--- src/rtl/mem_arb_pkg.sv ---
// Shared types and width defaults for the two-requester memory arbiter.
// Optional build macro: MEM_ARB_ROUND_ROBIN_EN.
package mem_arb_pkg;

    localparam int unsigned ADDR_W_DEF = 12;
    localparam int unsigned DATA_W_DEF = 8;

    typedef enum logic [1:0] {
        IDLE   = 2'd0,
        ACCESS = 2'd1,
        DONE   = 2'd2
    } arb_state_e;

    typedef enum logic {
        REQ_CPU = 1'b0,
        REQ_DMA = 1'b1
    } req_idx_e;

    function automatic req_idx_e other_req(input req_idx_e r);
        return (r == REQ_CPU) ? REQ_DMA : REQ_CPU;
    endfunction

endpackage

--- src/rtl/mem_arbiter_if.sv ---
// Requester and memory-side signal bundle for mem_arbiter.
// slave = arbiter view, master = requesters plus memory (testbench view).
interface mem_arbiter_if #(
    parameter int unsigned ADDR_W = 12,
    parameter int unsigned DATA_W = 8
);
    logic              req_c;
    logic              req_d;
    logic              we_c;
    logic              we_d;
    logic [ADDR_W-1:0] addr_c;
    logic [ADDR_W-1:0] addr_d;
    logic [DATA_W-1:0] wdata_c;
    logic [DATA_W-1:0] wdata_d;
    logic              done_c;
    logic              done_d;
    logic [DATA_W-1:0] rdata_c;
    logic [DATA_W-1:0] rdata_d;
    logic [ADDR_W-1:0] mem_addr;
    logic              mem_write;
    logic [DATA_W-1:0] mem_wdata;
    logic [DATA_W-1:0] mem_rdata;
    logic              busy;

    modport slave (
        input  req_c, req_d, we_c, we_d, addr_c, addr_d, wdata_c, wdata_d, mem_rdata,
        output done_c, done_d, rdata_c, rdata_d, mem_addr, mem_write, mem_wdata, busy
    );

    modport master (
        output req_c, req_d, we_c, we_d, addr_c, addr_d, wdata_c, wdata_d, mem_rdata,
        input  done_c, done_d, rdata_c, rdata_d, mem_addr, mem_write, mem_wdata, busy
    );

endinterface

--- src/rtl/mem_arb_pick.sv ---
// Winner selection between CPU and DMA requests.
// MEM_ARB_ROUND_ROBIN_EN selects round-robin; otherwise CPU has fixed priority.
module mem_arb_pick
    import mem_arb_pkg::*;
(
    input  logic     req_c,
    input  logic     req_d,
    input  req_idx_e last,
    output req_idx_e winner
);

`ifdef MEM_ARB_ROUND_ROBIN_EN
    always_comb begin
        winner = REQ_CPU;
        if (req_c && req_d) begin
            // Contention: whoever was not granted last goes first.
            winner = other_req(last);
        end else if (req_d) begin
            winner = REQ_DMA;
        end
    end
`else
    logic unused_last;
    assign unused_last = ^last;

    always_comb begin
        winner = REQ_CPU;
        if (!req_c && req_d) begin
            winner = REQ_DMA;
        end
    end
`endif

endmodule

--- src/rtl/mem_arbiter.sv ---
// Two-requester single-port memory arbiter: IDLE -> ACCESS -> DONE, one access per 3 cycles.
// Define MEM_ARB_ROUND_ROBIN_EN for round-robin contention handling (default: CPU priority).
module mem_arbiter
    import mem_arb_pkg::*;
#(
    parameter int unsigned ADDR_W = ADDR_W_DEF,
    parameter int unsigned DATA_W = DATA_W_DEF
) (
    input logic          clock,
    input logic          reset,
    mem_arbiter_if.slave bus
);

    arb_state_e        state_q, state_d;
    req_idx_e          win_q;
    req_idx_e          last_q;
    req_idx_e          winner;
    logic              grant;
    logic              we_q;
    logic [ADDR_W-1:0] addr_q;
    logic [DATA_W-1:0] wdata_q;
    logic              sel_we;
    logic [ADDR_W-1:0] sel_addr;
    logic [DATA_W-1:0] sel_wdata;

    mem_arb_pick u_pick (
        .req_c  (bus.req_c),
        .req_d  (bus.req_d),
        .last   (last_q),
        .winner (winner)
    );

    always_comb begin
        state_d = state_q;
        grant   = 1'b0;
        unique case (state_q)
            IDLE: begin
                if (bus.req_c || bus.req_d) begin
                    state_d = ACCESS;
                    grant   = 1'b1;
                end
            end
            ACCESS:  state_d = DONE;
            DONE:    state_d = IDLE;
            default: state_d = IDLE;
        endcase
    end

    always_comb begin
        sel_we    = bus.we_c;
        sel_addr  = bus.addr_c;
        sel_wdata = bus.wdata_c;
        if (winner == REQ_DMA) begin
            sel_we    = bus.we_d;
            sel_addr  = bus.addr_d;
            sel_wdata = bus.wdata_d;
        end
    end

    // The request is captured once at the grant edge; later input changes are ignored.
    always_ff @(posedge clock) begin
        if (reset) begin
            state_q <= IDLE;
            win_q   <= REQ_CPU;
            last_q  <= REQ_DMA;
            we_q    <= 1'b0;
            addr_q  <= '0;
            wdata_q <= '0;
        end else begin
            state_q <= state_d;
            if (grant) begin
                win_q   <= winner;
                last_q  <= winner;
                we_q    <= sel_we;
                addr_q  <= sel_addr;
                wdata_q <= sel_wdata;
            end
        end
    end

    always_comb begin
        bus.mem_addr  = addr_q;
        bus.mem_wdata = wdata_q;
        bus.mem_write = 1'b0;
        bus.done_c    = 1'b0;
        bus.done_d    = 1'b0;
        bus.rdata_c   = '0;
        bus.rdata_d   = '0;
        bus.busy      = (state_q != IDLE);
        if (state_q == ACCESS) begin
            bus.mem_write = we_q;
        end
        if (state_q == DONE) begin
            if (win_q == REQ_CPU) begin
                bus.done_c = 1'b1;
                if (!we_q) bus.rdata_c = bus.mem_rdata;
            end else begin
                bus.done_d = 1'b1;
                if (!we_q) bus.rdata_d = bus.mem_rdata;
            end
        end
    end

endmodule

--- src/flat_wrapper.sv ---
// flat-port wrapper written by rule: the top's interface ports become plain ports
module mem_arbiter_flat import mem_arb_pkg::*;
#(
    parameter int unsigned ADDR_W = ADDR_W_DEF,
    parameter int unsigned DATA_W = DATA_W_DEF
)
  (clock, reset, bus_req_c, bus_req_d, bus_we_c, bus_we_d, bus_addr_c, bus_addr_d, bus_wdata_c, bus_wdata_d, bus_mem_rdata, bus_done_c, bus_done_d, bus_rdata_c, bus_rdata_d, bus_mem_addr, bus_mem_write, bus_mem_wdata, bus_busy);
  mem_arbiter_if #(.ADDR_W(ADDR_W), .DATA_W(DATA_W)) bus_i ();
  input logic clock;
  input logic reset;
  input wire logic [$bits(bus_i.req_c)-1:0] bus_req_c;
  input wire logic [$bits(bus_i.req_d)-1:0] bus_req_d;
  input wire logic [$bits(bus_i.we_c)-1:0] bus_we_c;
  input wire logic [$bits(bus_i.we_d)-1:0] bus_we_d;
  input wire logic [$bits(bus_i.addr_c)-1:0] bus_addr_c;
  input wire logic [$bits(bus_i.addr_d)-1:0] bus_addr_d;
  input wire logic [$bits(bus_i.wdata_c)-1:0] bus_wdata_c;
  input wire logic [$bits(bus_i.wdata_d)-1:0] bus_wdata_d;
  input wire logic [$bits(bus_i.mem_rdata)-1:0] bus_mem_rdata;
  output wire logic [$bits(bus_i.done_c)-1:0] bus_done_c;
  output wire logic [$bits(bus_i.done_d)-1:0] bus_done_d;
  output wire logic [$bits(bus_i.rdata_c)-1:0] bus_rdata_c;
  output wire logic [$bits(bus_i.rdata_d)-1:0] bus_rdata_d;
  output wire logic [$bits(bus_i.mem_addr)-1:0] bus_mem_addr;
  output wire logic [$bits(bus_i.mem_write)-1:0] bus_mem_write;
  output wire logic [$bits(bus_i.mem_wdata)-1:0] bus_mem_wdata;
  output wire logic [$bits(bus_i.busy)-1:0] bus_busy;
  assign bus_i.req_c = bus_req_c;
  assign bus_i.req_d = bus_req_d;
  assign bus_i.we_c = bus_we_c;
  assign bus_i.we_d = bus_we_d;
  assign bus_i.addr_c = bus_addr_c;
  assign bus_i.addr_d = bus_addr_d;
  assign bus_i.wdata_c = bus_wdata_c;
  assign bus_i.wdata_d = bus_wdata_d;
  assign bus_i.mem_rdata = bus_mem_rdata;
  assign bus_done_c = bus_i.done_c;
  assign bus_done_d = bus_i.done_d;
  assign bus_rdata_c = bus_i.rdata_c;
  assign bus_rdata_d = bus_i.rdata_d;
  assign bus_mem_addr = bus_i.mem_addr;
  assign bus_mem_write = bus_i.mem_write;
  assign bus_mem_wdata = bus_i.mem_wdata;
  assign bus_busy = bus_i.busy;
  mem_arbiter #(.ADDR_W(ADDR_W), .DATA_W(DATA_W)) u_core (.clock(clock), .reset(reset), .bus(bus_i));
endmodule
--- config.mk ---
export PLATFORM = sky130hd
export DESIGN_NAME = mem_arbiter_flat
export DESIGN_NICKNAME = d
export VERILOG_FILES = /design/src/rtl/mem_arb_pkg.sv /design/src/rtl/mem_arbiter_if.sv /design/src/rtl/mem_arb_pick.sv /design/src/rtl/mem_arbiter.sv /design/src/flat_wrapper.sv
export SDC_FILE = /design/constraint.sdc
export NUM_CORES = 1
export LEC_CHECK = 0
export BUFFER_PORTS_ARGS = -buffer_cell sky130_fd_sc_hd__buf_2
export CAP_MARGIN = 20
export CORE_MARGIN = 10
export CORE_UTILIZATION = 43
export DETAILED_ROUTE_END_ITERATION = 8
export PLACE_DENSITY = 0.84
export SLEW_MARGIN = 20
export SYNTH_ARGS = -nofsm -noshare
export SYNTH_HDL_FRONTEND = slang
export SYNTH_SLANG_ARGS = --single-unit
--- constraint.sdc ---
create_clock -name clock -period 3.5 [get_ports clock]
set_clock_uncertainty 0.15 [all_clocks]
set_input_delay 0.525 -clock clock [delete_from_list [all_inputs] [get_ports clock]]
set_output_delay 0.525 -clock clock [all_outputs]
set_load 0.01 [all_outputs]
==> results of run 1 <==
==> cell families (layout without fill, tap and decap cells) <==
family          after synthesis  count (layout)  synth area share, %
simple gates                 78              78                 29.5
compound gates               44              44                 23.7
flops                        24              24                 38.1
buf+inv                      17             100                 8.64
==> cell type report <==
cell class / instances / area share [%]
clock buffers: 3 / 1.31
multi-input cells: 122 / 39.0
well taps: 31 / 2.25
inverters: 3 / 0.799
repair buffers: 93 / 27.0
flip-flops and latches: 24 / 27.9
clock inverters: 1 / 1.74
==> cell usage after synthesis (all sizes together) <==
cell type / n / area, um2
nand3b: 1 / 7.51
a21oi: 22 / 110
buf: 11 / 83.8
inv: 3 / 13.8
clkbuf: 3 / 11.3
and2b: 1 / 8.76
nor3b: 1 / 7.51
nand2: 43 / 161
o21ai: 1 / 5.00
dfxtp: 24 / 480
and3b: 1 / 8.76
nor3: 1 / 5.00
a311oi: 21 / 184
or3b: 1 / 8.76
nor2: 19 / 101
or2: 1 / 6.26
nand2b: 9 / 56.3
==> how the worst max path moves through the flow <==
stage | start | endpoint | depth (start not counted)
floorplan | u_core.state_q[1] | bus_rdata_c[6] | 3
global placement | u_core.state_q[1] | u_core.bus.mem_addr[11] | 4
detailed placement | u_core.state_q[1] | u_core.bus.mem_wdata[1] | 4
CTS | u_core.state_q[1] | bus_rdata_c[6] | 3
global route | u_core.state_q[1] | bus_rdata_c[6] | 3
finish | u_core.state_q[1] | bus_rdata_c[6] | 3
==> state kept, by name, indices dropped and copies added (netlist names) <==
name / flops
u_core.bus.mem_wdata: 8
u_core.we_q: 1
u_core.win_q: 1
u_core.bus.mem_addr: 12
u_core.state_q: 2
==> per-layer routing <==
layer	part of all wire (%)	global-route usage, %	routed length [um]
met5	0	0	0
met4	1.7	5.18	71
met3	13	4.92	529
met2	49	25.4	1990
met1	36	13.5	1480
==> through the flow <==
stage	util, %	instances	power [mW]	setup WS (ns)
final	61.9	277	0.704	1.23
after global routing	61.9	277	0.738	1.13
after CTS	61.9	277	0.707	1.21
after detailed placement	60.0	273	0.516	1.45
after global placement	60.0	273	0.511	1.52
after floorplan	-	163	0.446	1.78
==> placed cells by master (no fill, tap or decap) <==
| cell | synthesis | final |
|---|---|---|
| nor3_1 | 1 | 1 |
| and2b_2 | 1 | 1 |
| inv_1 | 2 | 2 |
| o21ai_0 | 1 | 1 |
| dfxtp_1 | 24 | 24 |
| clkbuf_4 | 0 | 3 |
| bufinv_16 | 0 | 1 |
| a311oi_1 | 21 | 21 |
| or2_2 | 1 | 1 |
| buf_2 | 4 | 93 |
| nand2_1 | 43 | 43 |
| and3b_1 | 1 | 1 |
| or3b_1 | 1 | 1 |
| nor2_2 | 9 | 9 |
| a21oi_1 | 22 | 22 |
| nor2_4 | 1 | 1 |
| nand3b_1 | 1 | 1 |
| nor3b_1 | 1 | 1 |
| nand2b_1 | 9 | 9 |
| nor2_1 | 9 | 9 |
| inv_4 | 1 | 1 |
==> where the power goes <==
part	switching (mW)	leakage (nW)	internal (mW)
clock	0.0813	0.0279	0.116
sequential	0.0174	0.199	0.304
combinational	0.105	0.665	0.0813
==> critical path, stage by stage (launching register included) <==
cell	delay, ns
dfxtp_1	0.44
or3b_1	0.56
nor2_2	0.16
buf_2	0.13
==> flow_metrics.py, run 1 <==
metrics = {
    "worst_setup_path": {
        "r2r_start": "u_core.state_q[1]",
        "reg2reg_slack_ns": 1.41,
        "setup.worst_path.class": "flop to output port",
        "arrival_ns": 1.60,
        "worstPathMaxFanout": 9,
        "end_kind": "output port",
        "critPathRequiredTime_ns": 2.82,
        "reg2regPathDepth": 4,
        "worst_r2r_endpoint": "u_core.bus.mem_addr[4]",
        "startpoint_type": "flop",
    },
    "timing": {
        "period_share_pct": 65.0,
        "timing.hold.ws_ns": 0.310,
        "fmax_ghz": 0.440,
        "grt_setup_unrepaired": "no",
        "worst_pin_slew_ns": 0.831,
        "final_max_slew_viol_count": 0,
        "tns_ns": 0,
        "setup_viol": 0,
        "period_needed_ns": 2.27,
        "hold_violations": 0,
        "slew_headroom_pct": 44.5,
    },
    "finish": {
        "layout.nets": 301,
        "ff_latch_area_um2": 480,
        "diodes": 0,
        "fin_area_um2": 1720,
        "nFillCells": 267,
        "area_delta_synth_final_pct": 36.6,
        "layout-drive-gt1-share_pct": 44.7,
        "multi_input_area_um2": 671,
    },
    "clocking": {
        "clk_path_buf_depth": 2,
        "cts_tree": "yes",
        "hold_buffers": 0,
        "cts_resized": 0,
        "post_cts_buffers": 0,
        "cts_root_buf": "clkbuf_4",
        "cts_buffers": 3,
        "cts_sinks": 24,
        "worstSkewPairLatency_ns": 0.30,
        "clk_pin_slew_ns": 0.13,
        "h-tree-depth": 1,
    },
    "placement": {
        "place_congestion": 0.767,
        "numPortBuffers": 93,
        "dp_hpwl_um": 3290,
        "placed_area_um2": 1670,
    },
    "route": {
        "wl_per_cell_um": 14.7,
        "vias_per_cell": 5.23,
        "ant_nets": 0,
        "drt-total-wl_um": 4080,
        "vias": 1450,
        "drc": 0,
        "firstDrtPassIters": 5,
        "drt_first_iter_violations": 71,
    },
    "floorplan": {
        "die_x_um": 74.1,
        "initial_core_util_pct": 45.3,
        "die_area_um2": 5500,
        "core_um2": 2780,
        "num_rows": 19,
        "die_y_um": 74.1,
        "num_io_pins": 94,
    },
    "global_route": {
        "grt_pass1_vias": 1485,
        "antenna_found_initial": 0,
        "grt-ovfl-total": 0,
        "grt_max_degree": 25,
        "grt_first_pass_wirelength_um": 6290,
        "grt.total_usage_pct": 13.7,
    },
    "synth": {
        "ys_seq_elements": 24,
        "syn-cell-area_um2": 1260,
        "synth_area_per_cell_um2": 7.73,
        "postSynthCellCount": 163,
        "seq_area_frac_synth_pct": 38.1,
        "synth_nets": 217,
        "synth_cell_types": 22,
        "yosysWarnings": 0,
    },
    "hold_path": {
        "hold_path.class": "primary input to flop",
        "hold_depth": 3,
        "hold_path_end": "u_core.bus.mem_wdata[2]",
        "min_from": "bus_wdata_c[2]",
    },
    "power": {
        "p_leak_nw": 0.892,
        "power.density_nw_per_um2": 409,
        "ir_drop_uv": 352,
    },
    "job": {
        "drv_cap": 0,
    },
    "status": {
        "outcome": "finished clean",
    },
}
No activity file was read; power rests on OpenSTA's default activity.
==> run 2, diff against run 1 <==
- CORE_UTILIZATION: 43 -> 36
- PLACE_DENSITY: 0.84 -> 0.75
- clock period: 3.5 -> 2 ns (I/O delays scaled with it)
==> run 2 against run 1 <==
Against the previous run:
- utilization decreased by 9.6 points
- worst setup slack got worse by 1.1 ns
- highest routed layer unchanged
- register-to-register slack got worse by 0.95 ns
- routed wire length grew 5.5%
- cell count rose by 6.9%
- design area rose by 2.1%
- clock power is 32% higher
- total power increased by 65%
- first-iteration DRC count up 58%
- via count up 0.76%
==> flow_metrics.py, run 2 (same netlist as run 1, synthesis figures left out) <==
metrics = {
    "timing": {
        "tns_ns": 0,
        "slew_headroom_pct": 70.3,
        "fmax_ghz": 0.529,
        "hold_violations": 0,
        "setup_viol": 0,
        "grt_setup_unrepaired": "no",
        "period_share_pct": 94.5,
        "worst_pin_slew_ns": 0.446,
        "period_needed_ns": 1.89,
        "final_max_slew_viol_count": 0,
    },
    "worst_setup_path": {
        "setup.worst_path.class": "flop to output port",
        "startpoint_type": "flop",
        "worstPathMaxFanout": 9,
        "critPathRequiredTime_ns": 1.55,
        "arrival_ns": 1.44,
        "end_kind": "output port",
        "reg2regPathDepth": 4,
    },
    "global_route": {
        "grt-busiest-layer": "met2",
        "use_met3_pct": 6.98,
        "grt.total_usage_pct": 13.0,
        "grt_first_pass_wirelength_um": 6890,
        "gr-usage-met2_pct": 21.6,
        "grt_pass1_vias": 1478,
        "antenna_found_initial": 0,
        "grt_max_degree": 25,
        "met1_usage_pct": 14.3,
        "grt-ovfl-total": 0,
    },
    "placement": {
        "numPortBuffers": 93,
        "dp_cells": 292,
        "place_congestion": 0.800,
        "dp_hpwl_um": 3310,
    },
    "clocking": {
        "cts_tree": "yes",
        "h-tree-depth": 1,
        "cts_sinks": 24,
        "clk_path_buf_depth": 2,
        "cts_root_buf": "clkbuf_4",
        "clk_pin_slew_ns": 0.13,
        "worstSkewPairLatency_ns": 0.31,
        "post_cts_buffers": 0,
        "cts_buffers": 3,
    },
    "floorplan": {
        "num_rows": 21,
        "die_x_um": 79.2,
        "initial_core_util_pct": 37.5,
        "num_io_pins": 94,
        "core_um2": 3360,
        "die_area_um2": 6270,
        "die_y_um": 79.2,
    },
    "route": {
        "drt_first_iter_violations": 112,
        "vias": 1461,
        "drt-total-wl_um": 4300,
        "wl_per_cell_um": 14.5,
        "firstDrtPassIters": 4,
        "ant_nets": 0,
        "vias_per_cell": 4.94,
        "drc": 0,
    },
    "job": {
        "drv_cap": 0,
    },
    "status": {
        "outcome": "finished clean",
    },
    "finish": {
        "diodes": 0,
        "layout.nets": 305,
        "final_cell_mix": "93 x buf_2, 43 x nand2_1, 23 x dfxtp_1",
        "stdcell_count": 296,
        "layout-drive-gt1-share_pct": 46.4,
        "largest_reg_flops": 12,
        "multi_input_area_um2": 673,
        "mostFrequentLayoutCell": "buf_2",
        "area_delta_synth_final_pct": 39.5,
        "nFillCells": 364,
        "ff_latch_area_um2": 482,
    },
    "power": {
        "ir_drop_uv": 293,
        "power.density_nw_per_um2": 661,
        "p_leak_nw": 0.907,
    },
    "hold_path": {
        "hold_depth": 3,
        "hold_path.class": "primary input to flop",
    },
}
==> run 2: final timing paths <==
path                                   startpoint                       to  slack (ns)
worst max-delay path            u_core.state_q[1]           bus_rdata_c[7]        0.11
worst max register to register  u_core.state_q[0]  u_core.bus.mem_wdata[2]        0.46
worst min-delay path               bus_wdata_c[1]  u_core.bus.mem_wdata[1]        0.08
worst min register to register  u_core.state_q[1]        u_core.state_q[1]        0.33
==> run 2: power by group <==
part | switching, mW | internal (mW)
logic | 0.186 | 0.153
clock network | 0.149 | 0.111
registers | 0.0317 | 0.531
total | 0.366 | 0.796
==> run 2: metal layers <==
metal	up-vias	part of all wire (%)
li1	740	-
met1	648	40
met2	71	47
met3	2	13
met4	0	0.30
met5	-	0
==> run 2: layout make-up <==
| type | count | share of cell area, % |
|---|---|---|
| multi-input combinational | 122 | 38.3 |
| timing repair buffer | 97 | 28.2 |
| sequential | 24 | 27.4 |
| tap | 46 | 3.27 |
| clock buffer | 4 | 2.06 |
| inverter | 3 | 0.783 |
==> run 2: worst max-delay path, stage by stage, from the launching register on <==
cell and delay [ns]:
dfxtp_2 0.40, or3b_4 0.48, nor2_2 0.12, buf_2 0.13
==> run 2: through the flow <==
| stage | worst slack [ns] | instance area, um2 | power [mW] | hold WS (ns) | util [%] |
|---|---|---|---|---|---|
| after global routing | 0.0296 | 1760 | 1.24 | 0.0639 | 52.3 |
| final | 0.109 | 1760 | 1.16 | 0.0769 | 52.3 |
| after detailed placement | 0.284 | 1720 | 0.918 | 0.343 | 51.1 |
| after floorplan | 0.500 | 1260 | 0.781 | 0.222 | - |
| after CTS | 0.0375 | 1760 | 1.18 | 0.0662 | 52.2 |
| after global placement | 0.316 | 1720 | 0.911 | 0.338 | 51.1 |
==> run 2: timing repair <==
item	4_1_cts	5_1_grt
pin swaps	0	0
endpoints found under the setup margin	9	8
gates resized for setup	1	1
hold buffers	0	0
==> run 3, diff against run 2 <==
- CORE_UTILIZATION: 36 -> 43
- PLACE_DENSITY: 0.75 -> 0.84
- clock period: 2 -> 2.45 ns (I/O delays scaled with it)
==> run 3 against run 2 <==
Against the previous run:
- non-clock buffer count down 1
- design area down 0.78%
- first-iteration DRC count down 59%
- clock-buffer cell count down 1
- combinational power down 20%
- critical path depth unchanged
- register-to-register slack better by 0.47 ns
- sequential power down 19%
- global-route usage up 0.95 points
- clock power up 10%
- die area down 12%
==> flow_metrics.py, run 3 (same netlist as run 1, synthesis figures left out) <==
metrics = {
    "timing": {
        "tns_ns": 0,
        "setup_viol": 0,
        "slew_headroom_pct": 70.2,
        "period_share_pct": 87.1,
        "period_needed_ns": 2.13,
        "grt_setup_unrepaired": "no",
        "final_max_slew_viol_count": 0,
        "fmax_ghz": 0.468,
        "hold_violations": 0,
        "worst_pin_slew_ns": 0.447,
    },
    "worst_setup_path": {
        "arrival_ns": 1.62,
        "critPathRequiredTime_ns": 1.93,
        "worst_r2r_endpoint": "u_core.bus.mem_addr[4]",
        "cpLargestDelayFamily": "simple AND/OR/NAND/NOR gates",
        "startpoint_type": "flop",
        "worstPathMaxFanout": 9,
        "end_kind": "output port",
        "setup.worst_path.class": "flop to output port",
        "worst-path-buf-inv": 1,
        "reg2regPathDepth": 5,
        "r2r_start": "u_core.state_q[1]",
        "reg2reg_slack_ns": 0.93,
        "cpMaxStageDelayCell": "or3b_1",
        "path_cells": "or3b_1 > nor2_2 > buf_2",
        "setup.worst_path.start": "u_core.state_q[1]",
        "critPathMaxStageDelay_ns": 0.57,
    },
    "floorplan": {
        "initial_core_util_pct": 45.3,
        "die_area_um2": 5500,
        "num_io_pins": 94,
        "core_um2": 2780,
        "die_x_um": 74.1,
        "die_y_um": 74.1,
        "num_rows": 19,
    },
    "clocking": {
        "worstSkewPairLatency_ns": 0.31,
        "post_cts_buffers": 0,
        "clk_path_buf_depth": 2,
        "cts_sinks": 24,
        "cts_root_buf": "clkbuf_4",
        "cts_tree": "yes",
        "clk_pin_slew_ns": 0.14,
        "cts_resized": 0,
        "hold_buffers": 0,
        "cts_buffers": 3,
        "h-tree-depth": 1,
    },
    "placement": {
        "place_congestion": 0.754,
        "numPortBuffers": 93,
        "dp_hpwl_um": 3270,
    },
    "route": {
        "drc": 0,
        "drt_first_iter_violations": 46,
        "ant_nets": 0,
        "wl_per_cell_um": 14.8,
        "vias_per_cell": 5.15,
        "firstDrtPassIters": 5,
        "drt-total-wl_um": 4150,
        "vias": 1443,
    },
    "finish": {
        "area_delta_synth_final_pct": 38.4,
        "diodes": 0,
        "mostFrequentLayoutCell": "buf_2",
        "layout.nets": 304,
        "final_cell_mix": "93 x buf_2, 43 x nand2_1, 24 x dfxtp_1",
        "layout-drive-gt1-share_pct": 45.4,
        "largest_reg_flops": 12,
    },
    "global_route": {
        "grt_pass1_vias": 1389,
        "grt_max_degree": 25,
        "grt.total_usage_pct": 13.9,
        "grt-ovfl-total": 0,
        "antenna_found_initial": 0,
        "grt_first_pass_wirelength_um": 6280,
    },
    "hold_path": {
        "min_from": "bus_addr_c[11]",
        "hold_depth": 3,
        "hold_path.class": "primary input to flop",
        "hold_path_end": "u_core.bus.mem_addr[11]",
    },
    "power": {
        "netSwitchingFraction_pct": 29.1,
        "power.density_nw_per_um2": 583,
        "p_int_mw": 0.721,
        "total_power_mw": 1.02,
        "power.net_switching_mw": 0.296,
        "share_seq_of_total_power_pct": 45.0,
        "p_leak_nw": 0.906,
        "ir_drop_uv": 419,
        "comb_power_share_pct": 26.9,
        "p_clk_share_pct": 28.1,
    },
    "status": {
        "outcome": "finished clean",
    },
    "job": {
        "drv_cap": 0,
    },
}
-- run 3: changes by cell type in the layout (fill, tap and decap cells not counted) --
cell	previous run	this run
or3b_1	0	1
buf_4	4	3
clkbuf_8	1	0
dfxtp_2	1	0
or3b_4	1	0
dfxtp_1	23	24
bufinv_16	0	1
-- run 3: power by group through the flow --
stage	clock, mW	sequential (mW)	combinational [mW]
6_report	0.286	0.458	0.273
5_1_grt	0.312	0.463	0.302
4_1_cts	0.294	0.458	0.278
3_5_place_dp	0	0.466	0.278
3_3_place_gp	0	0.465	0.274
2_1_floorplan	0	0.482	0.155
-- run 3: layer usage --
layer,vias up,track usage [%],wire [um]
met5,-,0,0
met4,0,4.97,25
met3,2,5.59,561
met2,66,24.5,2020
met1,636,14.6,1540
li1,739,-,-
-- run 3: worst reg2reg max path, cell delays in order, from the launching register on --
cell and delay (ns):
dfxtp_1 0.38, nor2_4 0.15, inv_4 0.05, nor2_2 0.29, buf_4 0.27, a311oi_1 0.11
-- run 3: per-stage QoR --
stage | instance area, um2 | std cells | util, % | setup slack, ns | hold slack [ns]
CTS | 1740 | 280 | 62.7 | 0.297 | 0.129
finish | 1740 | 280 | 62.7 | 0.315 | 0.140
detailed placement | 1690 | 276 | 60.8 | 0.666 | 0.348
global route | 1740 | 280 | 62.7 | 0.223 | 0.121
global placement | 1690 | 276 | 60.8 | 0.699 | 0.331
floorplan | 1260 | 163 | - | 0.883 | 0.290
-- run 3: layout make-up --
class,count,area [um2]
Sequential cell,24,480
Clock buffer,3,22.5
Tap cell,31,38.8
Inverter,3,13.8
Timing Repair Buffer,96,488
Clock inverter,1,30.0
Fill cell,271,1040
Multi-Input combinational cell,122,671
-- run 3: worst max-delay path by stage --
stage | slack [ns] | end | cells after the start
floorplan | 0.88 | bus_rdata_c[6] | 3
global placement | 0.70 | bus_rdata_c[6] | 3
detailed placement | 0.67 | bus_rdata_c[6] | 3
CTS | 0.30 | bus_rdata_c[6] | 3
global route | 0.22 | bus_rdata_c[2] | 3
finish | 0.32 | bus_rdata_c[6] | 3
